## src/rtl/data_mem_initiator_pkg.sv

```systemverilog
// Shared definitions for the data-memory initiator:
// access size codes, FSM states and the default data-space limit.
package data_mem_initiator_pkg;

    typedef enum logic [1:0] {
        SZ_BYTE = 2'b00,
        SZ_HALF = 2'b01,
        SZ_WORD = 2'b10,
        SZ_RSVD = 2'b11
    } size_e;

    typedef enum logic [2:0] {
        S_IDLE,
        S_RD,
        S_WSET,
        S_WPUL,
        S_RESP
    } state_e;

    localparam logic [31:0] DATA_LIMIT_DEF = 32'h0000_0FFC;

    function automatic logic [31:0] word_addr(input logic [31:0] a);
        return a & ~32'h3;
    endfunction

endpackage

```

## src/rtl/data_mem_initiator_if.sv

```systemverilog
// Request/response handshake plus memory-side bus of the
// data-memory initiator; master = pipeline/memory side, slave = initiator.
interface data_mem_initiator_if;
    logic        req_valid;
    logic        req_ready;
    logic        req_we;
    logic [1:0]  req_size;
    logic        req_signed;
    logic [31:0] req_addr;
    logic [31:0] req_wdata;
    logic        rsp_valid;
    logic [31:0] rsp_rdata;
    logic        rsp_err;
    logic [31:0] data_addr;
    logic [31:0] data_in;
    logic        mem_read;
    logic        mem_write;
    logic [31:0] data_out;

    modport master (
        output req_valid, req_we, req_size, req_signed,
        output req_addr, req_wdata, data_out,
        input  req_ready, rsp_valid, rsp_rdata, rsp_err,
        input  data_addr, data_in, mem_read, mem_write
    );

    modport slave (
        input  req_valid, req_we, req_size, req_signed,
        input  req_addr, req_wdata, data_out,
        output req_ready, rsp_valid, rsp_rdata, rsp_err,
        output data_addr, data_in, mem_read, mem_write
    );
endinterface

```

## src/rtl/data_mem_initiator_lane_align.sv

```systemverilog
// mem_lane_align: combinational load extract/extend and
// store lane merge into the word read back from memory.
module mem_lane_align
    import data_mem_initiator_pkg::*;
(
    input  logic [31:0] word,
    input  logic [1:0]  lane,
    input  size_e       size,
    input  logic        sgn,
    input  logic [31:0] wdata,
    output logic [31:0] ld_data,
    output logic [31:0] st_word
);
    logic [7:0]  b;
    logic [15:0] h;

    // half lane uses only addr[1]: misaligned halves fold onto it
    assign b = word[{lane, 3'b000} +: 8];
    assign h = word[{lane[1], 4'b0000} +: 16];

    always_comb begin
        ld_data = word;
        st_word = wdata;
        unique case (1'b1)
            size == SZ_BYTE: begin
                ld_data = {{24{sgn & b[7]}}, b};
                st_word = word;
                st_word[{lane, 3'b000} +: 8] = wdata[7:0];
            end
            size == SZ_HALF: begin
                ld_data = {{16{sgn & h[15]}}, h};
                st_word = word;
                st_word[{lane[1], 4'b0000} +: 16] = wdata[15:0];
            end
            default: begin
                ld_data = word;
                st_word = wdata;
            end
        endcase
    end
endmodule

```

## src/rtl/data_mem_initiator.sv

```systemverilog
// Data-memory initiator: load/store sequencing with RMW sub-word stores.
// Define MEM_MISALIGN_TRAP_EN to fault misaligned half/word accesses.
module data_mem_initiator
    import data_mem_initiator_pkg::*;
#(
    parameter int          RD_WAIT    = 1,
    parameter int          WR_HOLD    = 2,
    parameter logic [31:0] DATA_LIMIT = DATA_LIMIT_DEF
) (
    input logic clk,
    input logic rst,
    data_mem_initiator_if.slave bus
);
    state_e      state;
    state_e      nxt;
    logic [15:0] cnt;
    logic        live;
    logic        we_r;
    logic        sgn_r;
    logic        err_r;
    size_e       size_r;
    logic [1:0]  lane_r;
    logic [31:0] wdata_r;
    logic [31:0] rdata_r;
    logic [31:0] addr_r;
    logic [31:0] din_r;
    logic        accept;
    logic        fault;
    logic        misalign;
    logic        last_rd;
    logic        last_wr;
    logic [31:0] ld_data;
    logic [31:0] st_word;

`ifdef MEM_MISALIGN_TRAP_EN
    assign misalign = (bus.req_size == SZ_HALF && bus.req_addr[0]) ||
                      (bus.req_size == SZ_WORD && bus.req_addr[1:0] != 2'b00);
`else
    assign misalign = 1'b0;
`endif

    assign fault = (bus.req_size == SZ_RSVD) ||
                   (word_addr(bus.req_addr) > DATA_LIMIT) ||
                   misalign;

    assign accept  = bus.req_valid && bus.req_ready;
    assign last_rd = cnt == 16'(RD_WAIT - 1);
    assign last_wr = cnt == 16'(WR_HOLD - 1);

    always_ff @(posedge clk or posedge rst) begin
        if (rst) state <= S_IDLE;
        else     state <= nxt;
    end

    always_comb begin
        nxt = state;
        unique case (state)
            S_IDLE: begin
                if (accept) begin
                    if (fault)                        nxt = S_RESP;
                    else if (!bus.req_we)             nxt = S_RD;
                    else if (bus.req_size == SZ_WORD) nxt = S_WSET;
                    else                              nxt = S_RD;
                end
            end
            S_RD:    if (last_rd) nxt = we_r ? S_WSET : S_RESP;
            S_WSET:  nxt = S_WPUL;
            S_WPUL:  if (last_wr) nxt = S_RESP;
            S_RESP:  nxt = S_IDLE;
            default: nxt = S_IDLE;
        endcase
    end

    mem_lane_align u_align (
        .word    (bus.data_out),
        .lane    (lane_r),
        .size    (size_r),
        .sgn     (sgn_r),
        .wdata   (wdata_r),
        .ld_data (ld_data),
        .st_word (st_word)
    );

    always_ff @(posedge clk or posedge rst) begin
        if (rst) begin
            live    <= 1'b0;
            cnt     <= '0;
            we_r    <= 1'b0;
            sgn_r   <= 1'b0;
            err_r   <= 1'b0;
            size_r  <= SZ_BYTE;
            lane_r  <= 2'b00;
            wdata_r <= '0;
            rdata_r <= '0;
            addr_r  <= '0;
            din_r   <= '0;
        end else begin
            live <= 1'b1;
            cnt  <= (nxt != state) ? '0 : cnt + 16'd1;
            if (accept) begin
                we_r    <= bus.req_we;
                sgn_r   <= bus.req_signed;
                err_r   <= fault;
                size_r  <= size_e'(bus.req_size);
                lane_r  <= bus.req_addr[1:0];
                wdata_r <= bus.req_wdata;
                rdata_r <= '0;
                if (!fault)
                    addr_r <= word_addr(bus.req_addr);
                if (!fault && bus.req_we && bus.req_size == SZ_WORD)
                    din_r <= bus.req_wdata;
            end
            // final read edge: either the load result or the merged RMW word
            if (state == S_RD && last_rd) begin
                if (we_r) din_r   <= st_word;
                else      rdata_r <= ld_data;
            end
        end
    end

    assign bus.req_ready = live && (state == S_IDLE);
    assign bus.mem_read  = state == S_RD;
    assign bus.mem_write = state == S_WPUL;
    assign bus.rsp_valid = state == S_RESP;
    assign bus.rsp_err   = bus.rsp_valid && err_r;
    assign bus.rsp_rdata = bus.rsp_valid ? rdata_r : '0;
    assign bus.data_addr = addr_r;
    assign bus.data_in   = din_r;
endmodule

```

## src/flat_wrapper.sv

```systemverilog
// flat-port wrapper written by rule: the top's interface ports become plain ports
module data_mem_initiator_flat import data_mem_initiator_pkg::*;
#(
    parameter int          RD_WAIT    = 1,
    parameter int          WR_HOLD    = 2,
    parameter logic [31:0] DATA_LIMIT = DATA_LIMIT_DEF
)
  (clk, rst, bus_req_valid, bus_req_we, bus_req_size, bus_req_signed, bus_req_addr, bus_req_wdata, bus_data_out, bus_req_ready, bus_rsp_valid, bus_rsp_rdata, bus_rsp_err, bus_data_addr, bus_data_in, bus_mem_read, bus_mem_write);
  data_mem_initiator_if bus_i ();
  input logic clk;
  input logic rst;
  input wire logic [$bits(bus_i.req_valid)-1:0] bus_req_valid;
  input wire logic [$bits(bus_i.req_we)-1:0] bus_req_we;
  input wire logic [$bits(bus_i.req_size)-1:0] bus_req_size;
  input wire logic [$bits(bus_i.req_signed)-1:0] bus_req_signed;
  input wire logic [$bits(bus_i.req_addr)-1:0] bus_req_addr;
  input wire logic [$bits(bus_i.req_wdata)-1:0] bus_req_wdata;
  input wire logic [$bits(bus_i.data_out)-1:0] bus_data_out;
  output wire logic [$bits(bus_i.req_ready)-1:0] bus_req_ready;
  output wire logic [$bits(bus_i.rsp_valid)-1:0] bus_rsp_valid;
  output wire logic [$bits(bus_i.rsp_rdata)-1:0] bus_rsp_rdata;
  output wire logic [$bits(bus_i.rsp_err)-1:0] bus_rsp_err;
  output wire logic [$bits(bus_i.data_addr)-1:0] bus_data_addr;
  output wire logic [$bits(bus_i.data_in)-1:0] bus_data_in;
  output wire logic [$bits(bus_i.mem_read)-1:0] bus_mem_read;
  output wire logic [$bits(bus_i.mem_write)-1:0] bus_mem_write;
  assign bus_i.req_valid = bus_req_valid;
  assign bus_i.req_we = bus_req_we;
  assign bus_i.req_size = bus_req_size;
  assign bus_i.req_signed = bus_req_signed;
  assign bus_i.req_addr = bus_req_addr;
  assign bus_i.req_wdata = bus_req_wdata;
  assign bus_i.data_out = bus_data_out;
  assign bus_req_ready = bus_i.req_ready;
  assign bus_rsp_valid = bus_i.rsp_valid;
  assign bus_rsp_rdata = bus_i.rsp_rdata;
  assign bus_rsp_err = bus_i.rsp_err;
  assign bus_data_addr = bus_i.data_addr;
  assign bus_data_in = bus_i.data_in;
  assign bus_mem_read = bus_i.mem_read;
  assign bus_mem_write = bus_i.mem_write;
  data_mem_initiator #(.RD_WAIT(RD_WAIT), .WR_HOLD(WR_HOLD), .DATA_LIMIT(DATA_LIMIT)) u_core (.clk(clk), .rst(rst), .bus(bus_i));
endmodule
```

## config.mk

```make
export PLATFORM = sky130hd
export DESIGN_NAME = data_mem_initiator_flat
export DESIGN_NICKNAME = d
export VERILOG_FILES = /design/src/rtl/data_mem_initiator_pkg.sv /design/src/rtl/data_mem_initiator_if.sv /design/src/rtl/data_mem_initiator_lane_align.sv /design/src/rtl/data_mem_initiator.sv /design/src/flat_wrapper.sv
export SDC_FILE = /design/constraint.sdc
export NUM_CORES = 1
export LEC_CHECK = 0
export ABC_AREA = 1
export CAP_MARGIN = 30
export CORE_ASPECT_RATIO = 1.5
export CORE_UTILIZATION = 40
export DETAILED_ROUTE_END_ITERATION = 10
export HOLD_SLACK_MARGIN = 0.15
export PLACE_DENSITY = 0.66
export SKIP_LAST_GASP = 1
export SLEW_MARGIN = 20
export SYNTH_ARGS = -nofsm -noshare
export SYNTH_HDL_FRONTEND = slang
export SYNTH_SLANG_ARGS = --single-unit
```

## constraint.sdc

```tcl
create_clock -name clk -period 14 [get_ports clk]
set_clock_uncertainty 0.1 [all_clocks]
set_input_delay 3.5 -clock clk [delete_from_list [all_inputs] [get_ports clk]]
set_output_delay 3.5 -clock clk [all_outputs]
set_load 0.01 [all_outputs]
```

Yosys cells after proc, flatten, opt, wreduce, memory -nomap -nowiden
Cells that the tools add are included.
Operators by class
  add/subtract/negate cells: 3
  $lt $le $gt $ge: 1
  equal/unequal tests: 9
  shifts and indexed selects: 6
  muxes and demuxes: 21
  bitwise logic cells: 3
  reductions and logical operators: 12
Operators by type and width (number)
  $mux 32: 8
  $pmux 32 s2: 2
  $bwmux 32: 2
  $gt 32x12->1 const B: 1
  $shift 16x7->32 const A: 1
  $shift 8x7->32 const A: 1
  $shiftx 16x7->32: 1
  $shiftx 32x6->16: 1
  $shiftx 32x6->8: 1
  $shiftx 8x7->32: 1
  $mux 3: 6
  $add 16x1->16 const B: 1
  $eq 16x1->1 const B: 1
  $logic_not 16->1: 1
  $mux 16: 1
  $neg 5->7: 2
  $pmux 3 s4: 1
  $eq 3x2->1 const B: 2
  $logic_and 1x1->1: 6
  $eq 2x2->1 const B: 2
  $eq 3x1->1 const B: 1
  $eq 3x3->1 const B: 1
  $logic_not 3->1: 1
  $ne 3x3->1: 1
  other kinds (8): 9
Word-level totals
  flip-flop bits (word level): 153
  bits of input ports: 103
  output and inout bits: 101
  word-level logic and storage cells: 67

Depth between registers and ports, before layout
  depth in word-level cells: 9
  gate-level depth with buffers: 14
  gate-level depth less buffers: 13

By module
Synthesis repeated with hierarchy kept, for this count alone.
Second synthesis, totals
  cell total of the unflattened synthesis: 1280
  area, all modules: 8932.3 µm²
Modules (own cells, without submodules)
  data_mem_initiator: instances 1, cells an instance 845, area an instance 6971.7 µm², seq. area each 3828.7 µm²
  mem_lane_align: instances 1, cells an instance 435, area an instance 1960.6 µm², seq. area each 0.0 µm²

Worst setup path after synthesis
No wires, ideal clock.
  kind: reg2out
  start: register u_core.state[0]
  end: output bus_rsp_rdata[10]
  arrival: 1273 ps
  data required time: 10400 ps
  path slack: 9127 ps
  stages on the path, launching flop included: 7
  path buffers: 1
  cell sequence: dfrtp_1 > inv_2 > nand2_1 > nor2_1 > inv_1 > buf_1 > nor2_1
Between the ends
  longest elaborated chain between the ends: 2
Ends and longest elaborated chain
  start, declared: RTL line data_mem_initiator.sv:14  | state_e state;
  start signal, assigned: RTL line data_mem_initiator.sv:52  | else state <= nxt;
  $eq 3x3->1: RTL line data_mem_initiator.sv:124  | assign bus.rsp_valid = state == S_RESP;
  via bus_rsp_valid: RTL line flat_wrapper.sv:20  | output wire logic [$bits(bus_i.rsp_valid)-1:0] bus_rsp_valid;
  $mux 32: RTL line data_mem_initiator.sv:126  | assign bus.rsp_rdata = bus.rsp_valid ? rdata_r : '0;
  end, declared: RTL line flat_wrapper.sv:21  | output wire logic [$bits(bus_i.rsp_rdata)-1:0] bus_rsp_rdata;
The timed path passes the listed nets, and every way through them passes these cells.

Worst setup path in the final report
  start: input bus_req_valid
  end: register u_core.cnt[15]
Between the ends
  longest elaborated chain between the ends: 5
Ends and longest elaborated chain
  start, declared: RTL line flat_wrapper.sv:12  | input wire logic [$bits(bus_i.req_valid)-1:0] bus_req_valid;
  $logic_and 1x1->1: RTL line data_mem_initiator.sv:46  | assign accept = bus.req_valid && bus.req_ready;
  $mux 3: RTL line data_mem_initiator.sv:59  | if (accept) begin
  $pmux 3 s4: RTL line data_mem_initiator.sv:57  | unique case (state)
  $ne 3x3->1: RTL line data_mem_initiator.sv:99  | cnt <= (nxt != state) ? '0 : cnt + 16'd1;
  $mux 16: RTL line data_mem_initiator.sv:99
  end signal, assigned: RTL line data_mem_initiator.sv:99
  end, declared: RTL line data_mem_initiator.sv:16  | logic [15:0] cnt;
No other way between the ends.
A chain may end at the register's enable or synchronous reset.

==> out/metrics.yaml <==
outcome: "finished clean"
numCtsBuffers: 17
areaGrowthSynthToFinish_pct: 30.57
crit_end: "u_core.cnt[15]$_DFF_PP0_"
hold_viol_final: 0
grt_pass1_vias: 7713
worst_slew_pin_slew_ns: 0.8558
holdCritPathClass: "reg2reg"
max_stage_delay_ns: 0.64
clock_sinks: 153
fin_total_pwr_mw: 1.140
cts_tree: "yes"
drt_iter0_drc: 699
synth_top_family_by_area: "simple AND/OR/NAND/NOR gates"
fp.dieW_um: 123.2
final_cell_mix: "nand2_1 (213), clkdlybuf4s50_1 (201), inv_1 (180), dfrtp_1 (153), nor2_1 (113)"
io-pin-count: 204
hold_buffers: 0
via_per_inst: 5.182
p_sw_mw: 0.3580
cts_resized: 0
cpMaxStageDelayCell: "buf_4"
synthXorXnorAreaFrac_pct: 1.392
synthMuxAreaShare_pct: 0
postCtsSetupBuffers: 0
swShare_pct: 31.40
internal_power_mw: 0.7820
gp_congestion: 0.9467
postRouteWirelength_mm: 26.11
nNetsFinal: 1409
p_leak_nw: 5.106
cp_num_buf_inv: 3
die_area_um2: 22630
syn-instance-count: 1130
synthFlopType: "dfrtp_1"
routedWlPerCell_um: 16.51
slew_headroom_pct: 42.95
path_class: "in2reg"
cp-startpoint: "bus_req_valid"
layout-drive-gt1-share_pct: 8.327
antenna_found_initial: 0
ys_seq_area_share_pct: 43.47
finalSetupViolations: 0
row_count: 66
synth-compound-area-share_pct: 19.70
period_minus_slack_ns: 5.962
share_clk_of_total_power_pct: 36.7
cts_max_level: 4
fmax_mhz: 167.7
grt_first_pass_wirelength_mm: 41.49
cp_cell_sequence: "clkdlybuf4s50_1, nand3_2, buf_4, nor2_1, nand2b_2, buf_4, nand2_1, nor2_1, nand2_4, nor2_1"
grt_use_total_pct: 24.05
drv_cap: 0
grt_max_degree: 94
pwr-share-comb_pct: 21.0
path_common_cell: "nor2_1"
cts.path.max_buffers: 2
start_kind: "input pin"
rsz0062_at_grt: "false"
nFillCells: 2110
r2r_setup_slack_ns: 10.87
crit_path_max_fanout: 93
period_share_pct: 42.59
dp_hpwl_mm: 19.35
cp.arrival_ns: 6.21
synth-simple-area-share_pct: 21.86
path_depth: 10
async_flop_share_pct: 100.0
crit_path_end_kind: "flip-flop"
critPathRequiredTime_ns: 14.25
r2r-end: "u_core.cnt[15]$_DFF_PP0_"
fin_tns_setup_ns: 0
slew_violations: 0
ant_nets: 0
antenna_cells: 0
syn_area_um2: 8808
r2r_start: "u_core.state[0]$_DFF_PP0_"
num_vias: 8192
start_util_pct: 40.71
drc: 0
critPathTopFamily: "buffers and inverters"
synth_edf_count: 0
seqPwrFrac_pct: 42.3
die_h_um: 183.7
final_common_cell: "nand2_1"
utilization_pct: 53.16
power.density_nw_per_um2: 99.12
synth_seq_cells: 153
grt-ovfl-total: 0
rr_worst_depth: 12
vdd_drop_max_v: 0.00007701
clk_latency_ns: 0.42
clk_pin_slew_worst_paths_ns: 0.06
design_area_um2: 11500
avgSynthCellArea_um2: 7.795
hold_ws_ns: 0.3691
firstDrtPassIters: 6
ys_types: 53
port_buffers: 201
synthAdderAreaFrac_pct: 1.136
place_area_um2: 10870
synth_warnings: 0
core_area_um2: 21640
root_buffer: "clkbuf_16"
power groups by stage:
stage	clock network, mW	registers [mW]	logic, mW
global placement	0	0.491	0.229
floorplan	0	0.481	0.157
finish	0.418	0.482	0.240
global route	0.448	0.484	0.265
CTS	0.426	0.484	0.232
detailed placement	0	0.492	0.231
flip-flops by register name, indices dropped and copies added (netlist names):
name                  flops
u_core.bus.data_in       32
u_core.rdata_r           32
u_core.wdata_r           32
u_core.bus.data_addr     30
u_core.cnt               16
u_core.state              3
u_core.lane_r             2
u_core.size_r             2
u_core.err_r              1
u_core.live               1
u_core.sgn_r              1
u_core.we_r               1
worst min-delay path: cells and delay by family, from the launching register on:
family | cells | cell delay, ns
flip-flops | 1 | 0.34
AND/OR/NAND/NOR | 2 | 0.10
through the flow:
| step | setup slack [ns] | std cells |
|---|---|---|
| 4_1_cts | 7.816 | 1576 |
| 3_5_place_dp | 7.556 | 1546 |
| 6_report | 8.038 | 1581 |
| 3_3_place_gp | 7.596 | 1544 |
| 5_1_grt | 7.749 | 1581 |
| 2_1_floorplan | 6.279 | 1131 |
cells by family after synthesis:
family / after synthesis
and+or+nand+nor: 429
AOI/OAI and AO/OA: 268
buffers and inverters: 256
DFF: 153
xor gates and xnor gates: 14
adders and majority gates: 8
other: 2
cell type report:
class / instances / area, um2 / area share [%]
Multi-Input combinational cell: 722 / 3897 / 33.89
Sequential cell: 153 / 3829 / 33.29
Timing Repair Buffer: 213 / 2177 / 18.93
Inverter: 191 / 729.5 / 6.342
Clock buffer: 20 / 456.7 / 3.971
Tap cell: 272 / 340.3 / 2.959
Clock inverter: 10 / 71.32 / 0.6201
layer usage:
metal  part of all wire (%)  global-route usage [%]  vias up
met2                     49                   38.95      281
met5                      0                       0        -
met3                    4.8                   3.846       59
li1                       -                       -     3980
met1                     42                   31.16     3872
met4                    4.2                   11.08        0
worst min path at each step:
stage / cells after the start / endpoint / startpoint
detailed placement: 2 / u_core.bus.data_addr[5]$_DFFE_PP0P_ / u_core.bus.data_addr[5]$_DFFE_PP0P_
global route: 2 / u_core.bus.data_addr[11]$_DFFE_PP0P_ / u_core.bus.data_addr[11]$_DFFE_PP0P_
CTS: 2 / u_core.bus.data_addr[5]$_DFFE_PP0P_ / u_core.bus.data_addr[5]$_DFFE_PP0P_
global placement: 2 / u_core.bus.data_addr[7]$_DFFE_PP0P_ / u_core.bus.data_addr[7]$_DFFE_PP0P_
floorplan: 2 / u_core.wdata_r[31]$_DFFE_PP0P_ / u_core.wdata_r[31]$_DFFE_PP0P_
finish: 2 / u_core.bus.data_addr[5]$_DFFE_PP0P_ / u_core.bus.data_addr[5]$_DFFE_PP0P_
Yosys cell counts (3+ instances only):
master     instances  area, um2
nand2_1          213      799.5
inv_1            181      679.4
dfrtp_1          153       3829
nor2_1           113      424.2
o21ai_0           91      455.4
a21oi_1           43      215.2
nand3_1           43      215.2
o21ai_1           37      185.2
clkbuf_1          27      101.4
o211ai_2          25      312.8
buf_2             17      85.08
o211ai_1          14      105.1
o22ai_1           14      87.58
o2111ai_1         13      113.9
nand4_1           12      75.07
nor2_4            10      112.6
o221ai_1          10      87.58
xor2_1            10      87.58
buf_6              9      101.4
a22oi_1            8      60.06
ha_1               8      100.1
nor2_2             8      50.05
nor3_1             8      40.04
buf_1              7      26.28
o31ai_1            7      52.55
inv_2              5      18.77
buf_4              4      30.03
xnor2_1            4      35.03
clkinv_1           3      11.26
nand2_2            3      18.77
or2_1              3      18.77
No activity file was read; power rests on OpenSTA's default activity.
